<file path="src/rtl/mycpu_pkg.sv">
// Shared memory-op definitions: access size encodings, metadata record layout
// and the misalignment rule used by the load/store request path.
package mycpu_pkg;

  typedef enum logic [1:0] {
    SIZE_B = 2'd0,
    SIZE_H = 2'd1,
    SIZE_W = 2'd2,
    SIZE_D = 2'd3
  } mem_size_e;

  localparam int OFF_W = 3;

  // Per-op fields carried from request to response. The queue entry is
  // {tag, meta_op_t, cancelled}; cancelled always lives in bit 0.
  typedef struct packed {
    logic             we;
    logic [1:0]       size;
    logic             uns;
    logic [OFF_W-1:0] off;
  } meta_op_t;

  localparam int META_OP_W = $bits(meta_op_t);

  function automatic int meta_w(input int tag_w);
    return tag_w + META_OP_W + 1;
  endfunction

  // A double access can only be aligned on a 64-bit bus.
  function automatic logic mem_ale(input logic [1:0] size, input logic [2:0] off,
                                   input logic wide);
    logic mis;
    case (size)
      SIZE_B:  mis = 1'b0;
      SIZE_H:  mis = off[0];
      SIZE_W:  mis = (off[1:0] != 2'b00);
      default: mis = ~wide | (off != 3'b000);
    endcase
    return mis;
  endfunction

endpackage

</file>
<file path="src/rtl/mem_meta_fifo.sv">
// In-order FIFO for in-flight request metadata, with a broadcast that marks
// every stored entry (bit 0) as cancelled.
module mem_meta_fifo #(
  parameter int WIDTH = 8,
  parameter int DEPTH = 2
) (
  input  logic             clk,
  input  logic             reset,
  input  logic             push,
  input  logic [WIDTH-1:0] push_data,
  input  logic             pop,
  input  logic             cancel_all,
  output logic             full,
  output logic             empty,
  output logic [WIDTH-1:0] head,
  output logic [3:0]       count
);

  localparam int PTR_W = (DEPTH > 1) ? $clog2(DEPTH) : 1;

  logic [WIDTH-1:0] mem [DEPTH];
  logic [PTR_W-1:0] wr_ptr, rd_ptr;
  logic [3:0]       cnt;
  logic             push_ok, pop_ok;

  function automatic logic [PTR_W-1:0] next_ptr(input logic [PTR_W-1:0] p);
    return (p == PTR_W'(DEPTH - 1)) ? '0 : p + PTR_W'(1);
  endfunction

  assign full    = (cnt == 4'(DEPTH));
  assign empty   = (cnt == 4'd0);
  assign count   = cnt;
  assign head    = mem[rd_ptr];
  assign pop_ok  = pop & ~empty;
  assign push_ok = push & (~full | pop_ok);

  always_ff @(posedge clk) begin
    if (reset) begin
      wr_ptr <= '0;
      rd_ptr <= '0;
      cnt    <= '0;
    end else begin
      if (push_ok) wr_ptr <= next_ptr(wr_ptr);
      if (pop_ok)  rd_ptr <= next_ptr(rd_ptr);
      case ({push_ok, pop_ok})
        2'b10:   cnt <= cnt + 4'd1;
        2'b01:   cnt <= cnt - 4'd1;
        default: cnt <= cnt;
      endcase
    end
  end

  // Storage needs no reset: occupancy alone decides what is valid.
  always_ff @(posedge clk) begin
    if (cancel_all) begin
      for (int i = 0; i < DEPTH; i++) mem[i][0] <= 1'b1;
    end
    if (push_ok) mem[wr_ptr] <= {push_data[WIDTH-1:1], push_data[0] | cancel_all};
  end

endmodule

</file>
<file path="src/rtl/ex_mem_req.sv">
// EX-stage load/store request unit: issues one op at a time on the SRAM-like
// request bus, tracks in-flight ops in order and returns aligned load data.
//
// state  | meaning
// S_IDLE | request register empty
// S_REQ  | req high, registered op held stable until addr_ok
module ex_mem_req
  import mycpu_pkg::*;
#(
  parameter int DATA_W          = 32,
  parameter int ADDR_W          = 32,
  parameter int MAX_OUTSTANDING = 2,
  parameter int TAG_W           = 5
) (
  input  logic                clk,
  input  logic                reset,
  input  logic                in_valid,
  output logic                in_ready,
  input  logic [ADDR_W-1:0]   in_addr,
  input  logic [DATA_W-1:0]   in_wdata,
  input  logic [1:0]          in_size,
  input  logic                in_we,
  input  logic                in_unsigned,
  input  logic [TAG_W-1:0]    in_tag,
  input  logic                in_excep,
  input  logic                flush,
  output logic                ale,
  output logic                req,
  output logic                wr,
  output logic [1:0]          size,
  output logic [ADDR_W-1:0]   addr,
  output logic [DATA_W/8-1:0] wstrb,
  output logic [DATA_W-1:0]   wdata,
  input  logic                addr_ok,
  input  logic                data_ok,
  input  logic [DATA_W-1:0]   rdata,
  output logic                resp_valid,
  output logic                resp_is_store,
  output logic [TAG_W-1:0]    resp_tag,
  output logic [DATA_W-1:0]   resp_data
);

  localparam int   STRB_W  = DATA_W / 8;
  localparam logic WIDE    = (DATA_W == 64);
  localparam int   ENTRY_W = meta_w(TAG_W);

  typedef enum logic {S_IDLE, S_REQ} state_e;

  state_e              state;
  logic [TAG_W-1:0]    r_tag;
  logic                r_uns;
  logic                r_cancel;

  logic                mis, accept, issue, pop;
  logic [2:0]          in_off, req_off;
  logic [4:0]          outstanding;
  logic [STRB_W-1:0]   strb_nxt;
  logic [DATA_W-1:0]   wdata_nxt;

  logic                fifo_push, fifo_full, fifo_empty;
  logic [3:0]          fifo_cnt;
  logic [ENTRY_W-1:0]  push_entry, head;
  meta_op_t            push_op, head_op;
  logic [TAG_W-1:0]    head_tag;
  logic                head_cancel;

  logic [DATA_W-1:0]   shifted, ext;
  logic                sgn_b, sgn_h, sgn_w;

  assign in_off  = WIDE ? in_addr[2:0] : {1'b0, in_addr[1:0]};
  assign req_off = WIDE ? addr[2:0]    : {1'b0, addr[1:0]};
  assign mis     = mem_ale(in_size, in_addr[2:0], WIDE);
  assign ale     = ~reset & in_valid & mis;

  // A data_ok pop frees a slot in the same cycle, so admission can reopen then.
  assign pop         = data_ok & ~fifo_empty;
  assign outstanding = {1'b0, fifo_cnt} + {4'b0, (state == S_REQ)};
  assign in_ready    = ~reset & ~flush & ((state == S_IDLE) | addr_ok)
                     & ((outstanding - {4'b0, pop}) < 5'(MAX_OUTSTANDING))
                     & (~fifo_full | pop);
  assign accept      = in_valid & in_ready;
  assign issue       = accept & ~mis & ~in_excep;

  always_comb begin
    strb_nxt  = '0;
    wdata_nxt = '0;
    case (in_size)
      SIZE_B: begin
        strb_nxt  = STRB_W'(1) << in_off;
        wdata_nxt = {(DATA_W/8){in_wdata[7:0]}};
      end
      SIZE_H: begin
        strb_nxt  = STRB_W'(2'b11) << in_off;
        wdata_nxt = {(DATA_W/16){in_wdata[15:0]}};
      end
      SIZE_W: begin
        strb_nxt  = STRB_W'(4'hF) << in_off;
        wdata_nxt = {(DATA_W/32){in_wdata[31:0]}};
      end
      default: begin
        strb_nxt  = '1;
        wdata_nxt = in_wdata;
      end
    endcase
    if (!in_we) strb_nxt = '0;
  end

  always_ff @(posedge clk) begin
    if (reset) begin
      state    <= S_IDLE;
      wr       <= 1'b0;
      size     <= '0;
      addr     <= '0;
      wstrb    <= '0;
      wdata    <= '0;
      r_tag    <= '0;
      r_uns    <= 1'b0;
      r_cancel <= 1'b0;
    end else begin
      case (state)
        S_IDLE: begin
          if (issue) begin
            state    <= S_REQ;
            wr       <= in_we;
            size     <= in_size;
            addr     <= in_addr;
            wstrb    <= strb_nxt;
            wdata    <= wdata_nxt;
            r_tag    <= in_tag;
            r_uns    <= in_unsigned;
            r_cancel <= 1'b0;
          end
        end
        S_REQ: begin
          if (addr_ok) begin
            if (issue) begin
              wr       <= in_we;
              size     <= in_size;
              addr     <= in_addr;
              wstrb    <= strb_nxt;
              wdata    <= wdata_nxt;
              r_tag    <= in_tag;
              r_uns    <= in_unsigned;
              r_cancel <= 1'b0;
            end else begin
              state <= S_IDLE;
            end
          end else if (flush) begin
            // The request cannot be withdrawn; it completes and is dropped later.
            r_cancel <= 1'b1;
          end
        end
        default: state <= S_IDLE;
      endcase
    end
  end

  assign req = (state == S_REQ);

  always_comb begin
    push_op      = '0;
    push_op.we   = wr;
    push_op.size = size;
    push_op.uns  = r_uns;
    push_op.off  = req_off;
  end

  assign fifo_push  = req & addr_ok;
  assign push_entry = {r_tag, push_op, r_cancel | flush};

  mem_meta_fifo #(
    .WIDTH (ENTRY_W),
    .DEPTH (MAX_OUTSTANDING)
  ) u_meta_fifo (
    .clk        (clk),
    .reset      (reset),
    .push       (fifo_push),
    .push_data  (push_entry),
    .pop        (pop),
    .cancel_all (flush),
    .full       (fifo_full),
    .empty      (fifo_empty),
    .head       (head),
    .count      (fifo_cnt)
  );

  assign head_tag    = head[ENTRY_W-1 -: TAG_W];
  assign head_op     = head[META_OP_W:1];
  assign head_cancel = head[0];

  assign shifted = rdata >> {head_op.off, 3'b000};
  assign sgn_b   = ~head_op.uns & shifted[7];
  assign sgn_h   = ~head_op.uns & shifted[15];
  assign sgn_w   = ~head_op.uns & shifted[31];

  always_comb begin
    ext = shifted;
    case (head_op.size)
      SIZE_B: begin
        ext       = {DATA_W{sgn_b}};
        ext[7:0]  = shifted[7:0];
      end
      SIZE_H: begin
        ext       = {DATA_W{sgn_h}};
        ext[15:0] = shifted[15:0];
      end
      SIZE_W: begin
        ext       = {DATA_W{sgn_w}};
        ext[31:0] = shifted[31:0];
      end
      default: ext = shifted;
    endcase
  end

  assign resp_valid    = pop & ~head_cancel;
  assign resp_is_store = resp_valid & head_op.we;
  assign resp_tag      = resp_valid ? head_tag : '0;
  assign resp_data     = (resp_valid & ~head_op.we) ? ext : '0;

endmodule
</file>
<file path="config.mk">
export PLATFORM = sky130hd
export DESIGN_NAME = ex_mem_req
export DESIGN_NICKNAME = d
export VERILOG_FILES = /design/src/rtl/mycpu_pkg.sv /design/src/rtl/mem_meta_fifo.sv /design/src/rtl/ex_mem_req.sv
export SDC_FILE = /design/constraint.sdc
export NUM_CORES = 1
export LEC_CHECK = 0
export CORE_MARGIN = 8
export CORE_UTILIZATION = 42
export DETAILED_ROUTE_END_ITERATION = 10
export GPL_TIMING_DRIVEN = 0
export PLACE_DENSITY_LB_ADDON = 0.3
export REMOVE_ABC_BUFFERS = 1
export SYNTH_ARGS = -nofsm -noshare
export SYNTH_HDL_FRONTEND = slang
export SYNTH_SLANG_ARGS = --single-unit
</file>
<file path="constraint.sdc">
create_clock -name clk -period 12.6 [get_ports clk]
set_input_delay 2.52 -clock clk [delete_from_list [all_inputs] [get_ports clk]]
set_output_delay 2.52 -clock clk [all_outputs]
set_load 0.02 [all_outputs]
</file>
After elaboration in Yosys (flattened, before gate mapping)
Memories as Yosys holds them, arrays and structs flattened. A register that Yosys moved wholly into a read port is not among the register bits.
Index checks and enable logic that the tools add are counted.
- flip-flop bits (word level): 85
- memory bits (writable): 24
- input port bits: 112
- output and inout bits: 113
- memories kept: 1
- $add $sub $neg: 6
- order comparisons: 1
- equal/unequal tests: 8
- shift-type cells: 4
- multiplexer cells: 44
- bitwise gates (word level): 33
- reductions and logical operators: 5
- memories (name ; depth ; bits a word ; rd ports ; clocked after memory_dff ; write ports ; RTL line ; source):
    u_meta_fifo.mem ; 2 ; 12 ; 1 ; 1 ; 3 ; mem_meta_fifo.sv:21 ; logic [WIDTH-1:0] mem [DEPTH];
- operator list (kind ; number):
    32-bit one-hot mux with 2 select lines ; 4
    32-bit two-way mux ; 5
    32-bit by 6-bit right shift with 32-bit output ; 1
    1-bit bitwise AND ; 18
    1-bit two-way mux ; 17
    4-bit one-hot mux with 2 select lines ; 2
    5-bit two-way mux ; 3
    4-bit two-way mux ; 3
    4-bit one-hot mux with 3 select lines ; 1
    1-bit NOT ; 10
    5-bit one-hot mux with 2 select lines ; 1
    1-bit one-hot mux with 2 select lines ; 4
    2-bit by 1-bit == test with 1-bit output (second input constant) ; 3
    4-bit by 1-bit adder with 5-bit output ; 1
    5-bit by 2-bit < comparator with 1-bit output (second input constant) ; 1
    1-bit OR ; 5
    5-bit by 1-bit subtractor with 5-bit output ; 1
    4-bit by 1-bit adder with 4-bit output (second input constant) ; 1
    2-bit == test (second input constant) ; 2
    4-bit by 2-bit == test with 1-bit output (second input constant) ; 1
    2-bit zero test ; 2
    4-bit zero test ; 1
    2-bit two-way mux ; 2
    2-bit one-hot mux with 2 select lines ; 1
    other kinds (9) ; 11

Logic depth before layout (Yosys ltp)
Gate-level depths: netlist (run 1).
- word-level depth: 13
- mapped depth: 15

By module
A second synthesis (run 1) with hierarchy kept.
- cells, all modules: 672
- area, all modules: 6188.4 µm²
- by module, submodules not included (module ; instances ; cells each ; area each (µm²) ; seq. area each (µm²)):
    ex_mem_req ; 1 ; 584 ; 4864.7 ; 1581.5
    mem_meta_fifo ; 1 ; 88 ; 1323.8 ; 900.9

Least setup slack after synthesis (run 1)
Ideal clock, no wire load.
- path type: input-to-output
- start point: input port data_ok
- end point: output port in_ready
- data arrival time: 5203 ps
- data required time: 10080 ps
- path slack: 4877 ps
- cell stages on the path: 11
- path through: inv_1 -> a31oi_1 -> ha_1 -> nand2b_1 -> fa_1 -> nor3b_1 -> and4_1 -> buf_2 -> and3_1 -> clkbuf_1 -> clkbuf_1
- longest elaborated chain between the ends: 5
- elaborated cells between the ends (all ways): 6
- RTL lines (element ; RTL line ; source):
    start, declared ; ex_mem_req.sv:35 ; input logic data_ok,
    1-bit bitwise AND * ; ex_mem_req.sv:76 ; assign pop = data_ok & ~fifo_empty;
    5-bit by 1-bit subtractor with 5-bit output ; ex_mem_req.sv:79 ; & ((outstanding - {4'b0, pop}) < 5'(MAX_OUTSTANDING))
    5-bit by 2-bit < comparator with 1-bit output ; ex_mem_req.sv:79 ;
    1-bit bitwise AND ; ex_mem_req.sv:79 ;
    1-bit bitwise AND * ; ex_mem_req.sv:80 ; & (~fifo_full | pop);
    end, declared ; ex_mem_req.sv:18 ; output logic in_ready,
Every way passes the cells marked *; elsewhere a longest branch is shown, timed or not.

Worst setup path after layout (run 1)
Ends and elaborated chain as after synthesis.

==> metrics.md, run 1 <==
| Metric | Value |
|---|---|
| Clock buffer depth | 2 |
| Syn Inst Count | 670 |
| Crit start category | primary input |
| Worst Tran Pin Value | 1.06 ns |
| Seq/Total Area, Yosys | 0.400 |
| Worst setup EP type | output port |
| Top cells by area, synth | dfxtp_1, edfxtp_1, a21oi_1 |
| Wire per inst | 20.4 um |
| Setup Skew | 0.00825 ns |
| Initial antenna violation count | 0 |
| Core Region | 0.0143 sq mm |
| Crit-path leading delay family | simple AND/OR/NAND/NOR gates |
| CTS Buf Count | 9 |
| CP required | 10.08 ns |
| Min-Delay Path Class | flop to flop |
| Postcts setup bufs | 0 |
| Final cell utilization of the core | 0.615 |
| First-pass GRT wire length | 33100 um |
| Synth top area share | 0.291 |
| Fin nets | 966 |
| Post-CTS Hold Fix Bufs | 0 |
| CTS tree | done |
| Total chip power | 791 uW |
| Worst vdd ir | 0.0000898 V |
| CP dominant cell by count | clkdlybuf4s50_1 |
| Clock-pin slew on the worst setup and hold paths | 0.08 ns |
| Vias/cell | 6.08 |
| R2R Setup Slk | 7.40 ns |
| GRT Util Overall | 0.218 |
| Worst path slowest cell | and3_1 |
| Number of global-route vias before repair | 6408 |
| Largest net degree at the start of global routing | 89 |
| DP Wirelength | 14900 um |
| Final setup vio count | 0 |
| Synth cell types | 50 |
| DRT Wirelength | 21000 um |
| CTS sink count | 110 |
| Number of synthesized flops with an enable pin | 22 |
| Status | finished clean |
| Floorplan row count | 44 |
| Leakage power | 0.00300 uW |
| Rel. slew slack | 0.281 |
| Diode count | 0 |
| Final worst-path cycle share | 0.803 |
| Area delta synth->final | 45.2% |
| Initial core utilization | 0.423 |
| Clock H-tree levels | 3 |
| Hold WS | 0.464 ns |
| Warnings from Yosys | 0 |
| DRC | 0 |
| I/O pin cnt | 225 |
| Count of final hold-check violations | 0 |
| Register bit total from synthesis | 110 |
| CTS resizes | 0 |
| CP arrival | 7.60 ns |
| Skew-Pair Late Insertion Delay | 0.35 ns |
| Routability Congestion | 0.916 |
| Chip Height | 136 um |
| Die W | 136 um |
| Max-slew violations | 0 |
| Pwr dens | 89.9 mW/mm^2 |
| Synth cell count leaders | a21oi_1, dfxtp_1, nor2_1 |
| WS Path Type | primary input to output port |
| Critical path, cell by cell | clkdlybuf4s50_1 > inv_1 > a31oi_1 > ha_1 > nand2b_1 > fa_1 > nor3b_1 > and4_1 > and3_1 > clkdlybuf4s50_1 |
| Root Buffer Master | clkbuf_16 |
| Post-route minimum period | 10.12 ns |
| Drt pass-1 iters | 5 |
| Post-synth top flop | dfxtp_1 |
| Max Fanout on Critical Path | 27 |
| Top-count cell post-synth | a21oi_1 |
| Max Fclk | 98.8 MHz |
| Final ANT Viol Nets | 0 |
| FFs w/ async S/R, synth | 0 |
| CP Buf/Inv Count | 3 |
| RSZ-0062 raised after global routing | no |
| Congestion Overflow GR | 0 |
| Max-Cap Viols | 0 |
| # port buffers | 224 |
| First DRT Iteration DRCs | 561 |
| Mapped Area | 0.00606 sq mm |
| Largest stage delay on the critical path | 1.02 ns |
| Vias | 6251 |
| Share of layout cells above drive strength 1 | 0.0604 |
| Leading area contributor after synthesis | dfxtp_1 |
| Avg Inst Size Synth | 9.04 sq um |
| Die area | 0.0185 sq mm |
## power breakdown
part	internal (uW)	switching [uW]
sequential	364	4.61
combinational	64.0	63.7
clock	158	138
## cell families after synthesis
group	count (synthesis)	synth area share
xor gates and xnor gates	10	0.0145
adders and majority gates	15	0.0335
muxes	42	0.0733
and+or+nand+nor	147	0.127
AOI/OAI and AO/OA	251	0.289
buffers and inverters	95	0.0632
DFF	110	0.400
## state kept, by name (all words and copies together), names as in the netlist, named ones only
signal              count
addr                   32
r_cancel                1
r_tag                   5
r_uns                   1
req                     1
size                    2
u_meta_fifo.count       4
u_meta_fifo.mem        24
u_meta_fifo.rd_ptr      1
u_meta_fifo.wr_ptr      1
wdata                  32
wr                      1
wstrb                   4
## metrics by stage
step           setup WS [ns]  instances  setup TNS (ns)  cell area, sq um
4_1_cts                 2.53       1027               0              8780
5_1_grt                 2.23       1028               0              8800
3_3_place_gp          -0.861        997          -0.861              8200
3_5_place_dp            2.55       1011               0              8470
6_report                2.48       1028               0              8800
2_1_floorplan           2.67        589               0              5730
## worst paths after layout
| kind | start | end | cells after the start |
|---|---|---|---|
| worst max-delay path | data_ok | in_ready | 10 |
| worst min-delay path | r_tag[3] | u_meta_fifo.mem[0][10] | 0 |
| worst min register to register | r_tag[3] | u_meta_fifo.mem[0][10] | 0 |
| worst max register to register | u_meta_fifo.count[3] | wstrb[3] | 12 |
## metal layers
| metal | vias to the layer above | share of wire | global-route usage |
|---|---|---|---|
| met1 | 2992 | 0.39 | 0.247 |
| li1 | 2938 | - | - |
| met2 | 285 | 0.47 | 0.362 |
| met4 | 0 | 0.021 | 0.0628 |
| met3 | 36 | 0.12 | 0.0994 |
| met5 | - | 0 | 0 |
## layout make-up
cell class              count  area (sq um)
inverters                  14          52.6
well taps                 184           230
multi-input cells         465          3310
repair buffers            239          2480
clock inverters             7          82.6
clock buffers               9           225
flip-flops and latches    110          2420
fillers                  1210          5520
## cells in the final DEF (no fill, tap or decap), types with 4 or more instances in the layout
cell type	Yosys	final
a21oi_1	94	94
clkdlybuf4s50_1	0	223
buf_8	0	5
o31ai_1	52	52
a211oi_1	11	11
nor2_1	59	59
o21ai_0	8	8
ha_1	13	13
nor2b_1	4	4
inv_1	14	14
dfxtp_1	88	88
clkbuf_16	0	9
a41oi_1	24	24
o2bb2ai_1	7	7
mux2_2	9	9
nand2b_1	6	6
buf_6	0	6
edfxtp_1	22	22
nand4_1	49	49
a311oi_1	24	24
a22oi_1	8	8
nand2_1	8	7
a22o_1	8	8
nor3b_1	4	4
mux2i_1	32	30
Note: power is estimated with default switching activity, not from simulation.
==> run 2, diff against run 1 <==
--- a/config.mk
+++ b/config.mk
@@ -6,7 +6,7 @@
 export NUM_CORES = 1
 export LEC_CHECK = 0
 export CORE_MARGIN = 8
-export CORE_UTILIZATION = 42
+export CORE_UTILIZATION = 41
 export DETAILED_ROUTE_END_ITERATION = 10
 export GPL_TIMING_DRIVEN = 0
 export PLACE_DENSITY_LB_ADDON = 0.3
==> constraint.sdc (replaced) <==
create_clock -name clk -period 8.95 [get_ports clk]
set_input_delay 1.79 -clock clk [delete_from_list [all_inputs] [get_ports clk]]
set_output_delay 1.79 -clock clk [all_outputs]
set_load 0.02 [all_outputs]
==> metrics.md, run 2 (synthesized netlist as in run 1, its figures left out) <==
| Metric | Value |
|---|---|
| Status | finished clean (unchanged) |
| Wire per inst | 20.4 um (about the same) |
| CP arrival | 6.85 ns (was 7.60 ns) |
| CTS tree | done (unchanged) |
| Leakage power | 0.00298 uW (was 0.00300 uW) |
| Postcts setup bufs | 0 (unchanged) |
| Sw Share | 0.258 (was 0.260) |
| Met2 routed WL | 9830 um (was 9900 um) |
| Most common library cell in the layout ignoring fill and taps | clkdlybuf4s50_1 (unchanged) |
| Max-Cap Viols | 0 (unchanged) |
| CTS sink count | 110 (unchanged) |
| Setup Skew | 0.0100 ns (was 0.00825 ns) |
| Initial antenna violation count | 0 (unchanged) |
| GRT Util Overall | 0.214 (was 0.218) |
| Commonest cells after routing, fill and taps aside | clkdlybuf4s50_1, a21oi_1, dfxtp_1 (unchanged) |
| First-pass GRT wire length | 32800 um (was 33100 um) |
| Top Registers | addr: 32 flops, wdata: 32 flops, u_meta_fifo.mem: 24 flops (unchanged) |
| Final ANT Viol Nets | 0 (unchanged) |
| CTS resizes | 0 (unchanged) |
| First DRT Iteration DRCs | 455 (was 561) |
| Number of global-route vias before repair | 6200 (was 6408) |
| Clk pwr share | 0.371 (was 0.373) |
| Met1 wire length | 7820 um (was 8130 um) |
| Vias/cell | 6.06 (was 6.08) |
| Largest net degree at the start of global routing | 89 (unchanged) |
| Total chip power | 1110 uW (was 791 uW) |
| Skew-Pair Late Insertion Delay | 0.35 ns (about the same) |
| Area delta synth->final | 45.0% (was 45.2%) |
| Met3 wire len | 2880 um (was 2500 um) |
| RSZ-0062 raised after global routing | no (unchanged) |
| DP Wirelength | 15100 um (was 14900 um) |
| Placed insts | 1011 (unchanged) |
| Max Fclk | 116 MHz |
| Clock H-tree levels | 3 (unchanged) |
| Pwr dens | 126 mW/mm^2 (was 89.9 mW/mm^2) |
| Initial core utilization | 0.419 (was 0.423) |
| Drt pass-1 iters | 5 (unchanged) |
| Count of final hold-check violations | 0 (unchanged) |
| # port buffers | 224 (unchanged) |
| DRT Wirelength | 21000 um (about the same) |
| Core Region | 0.0145 sq mm (was 0.0143 sq mm) |
| Floorplan row count | 44 (unchanged) |
| Post-CTS Hold Fix Bufs | 0 (unchanged) |
| Diode count | 0 (unchanged) |
| Vias | 6231 (was 6251) |
| Die W | 138 um (was 136 um) |
| Hold WS | 0.461 ns (was 0.464 ns) |
| Rel. slew slack | 0.0902 (was 0.281) |
| WS Path Type | primary input to output port (unchanged) |
| Pint | 823 uW (was 585 uW) |
| Final setup vio count | 0 (unchanged) |
| Routability Congestion | 0.828 (was 0.916) |
| Die area | 0.0189 sq mm (was 0.0185 sq mm) |
| Max Fanout on Critical Path | 27 (unchanged) |
| Congestion Overflow GR | 0 (unchanged) |
| Worst vdd ir | 0.0000884 V (was 0.0000898 V) |
| Gate power share | 0.161 (about the same) |
| I/O pin cnt | 225 (unchanged) |
| Clock buffer depth | 2 (unchanged) |
| Root Buffer Master | clkbuf_16 (unchanged) |
| Max-slew violations | 0 (unchanged) |
| CTS Buf Count | 9 (unchanged) |
| Top routing layer used | met4 (unchanged) |
| Post-route minimum period | 8.64 ns |
| DRC | 0 (unchanged) |
| Fin nets | 966 (unchanged) |
| Switch Pwr | 286 uW (was 206 uW) |
| Crit start category | primary input (unchanged) |
| CP required | 7.16 ns (was 10.08 ns) |
| Worst Tran Pin Value | 1.36 ns (was 1.06 ns) |
| Clock-pin slew on the worst setup and hold paths | 0.07 ns (was 0.08 ns) |
| Final worst-path cycle share | 0.966 |
| Min-Delay Path Class | flop to flop (unchanged) |
| Worst setup EP type | output port (unchanged) |
| Part of the power in registers | 0.468 (was 0.465) |
| Fin cells | 1028 (unchanged) |
| Share of layout cells above drive strength 1 | 0.0616 (was 0.0604) |
| Chip Height | 138 um (was 136 um) |
## run 2: changes by cell type in the layout (fill, tap and decap cells not counted), sizes merged
cell / delta
clkinv: -1
clkinvlp: +1
## run 2: area by class of cell
type | count | area, sq um
clock inverter | 7 | 80.1
fill | 1210 | 5700
inverter | 14 | 52.6
sequential | 110 | 2420
tap | 184 | 230
timing repair buffer | 239 | 2470
multi-input combinational | 465 | 3300
clock buffer | 9 | 225
## run 2: final timing paths
kind / startpoint / depth (start not counted) / to / slack, ns
max: data_ok / 10 / in_ready / 0.31
min: r_uns / 0 / u_meta_fifo.mem[1][3] / 0.46
max reg2reg: u_meta_fifo.count[3] / 10 / wdata[19] / 4.02
min reg2reg: r_uns / 0 / u_meta_fifo.mem[1][3] / 0.46
## run 2: per-layer routing
metal,vias to the layer above,GRT usage
li1,2923,-
met1,2980,0.239
met2,302,0.354
met3,26,0.0937
met4,0,0.0766
met5,-,0
## run 2: worst max-delay path, stage by stage
cell             delay (ns)
clkdlybuf4s50_1        0.50
inv_1                  0.05
a31oi_1                0.62
ha_1                   0.37
nand2b_1               0.18
fa_1                   0.50
nor3b_1                0.16
and4_1                 0.91
and3_1                 0.99
clkdlybuf4s50_1        0.77
## run 2: power by group through the flow
stage / Combinational (uW) / Sequential (uW) / Clock (uW)
detailed placement: 177 / 530 / 0
finish: 179 / 518 / 411
CTS: 178 / 518 / 419
floorplan: 63.1 / 538 / 0
global placement: 166 / 529 / 0
global route: 191 / 519 / 437
## run 2: per-stage QoR
| stage | util | TNS, ns | area (sq um) | worst slack, ns |
|---|---|---|---|---|
| after floorplan | - | 0 | 5730 | 0.480 |
| after global placement | 0.566 | -23.20 | 8200 | -2.91 |
| after detailed placement | 0.585 | 0 | 8470 | 0.401 |
| after CTS | 0.606 | 0 | 8780 | 0.372 |
| after global routing | 0.607 | 0 | 8780 | 0.0785 |
| final | 0.607 | 0 | 8780 | 0.307 |
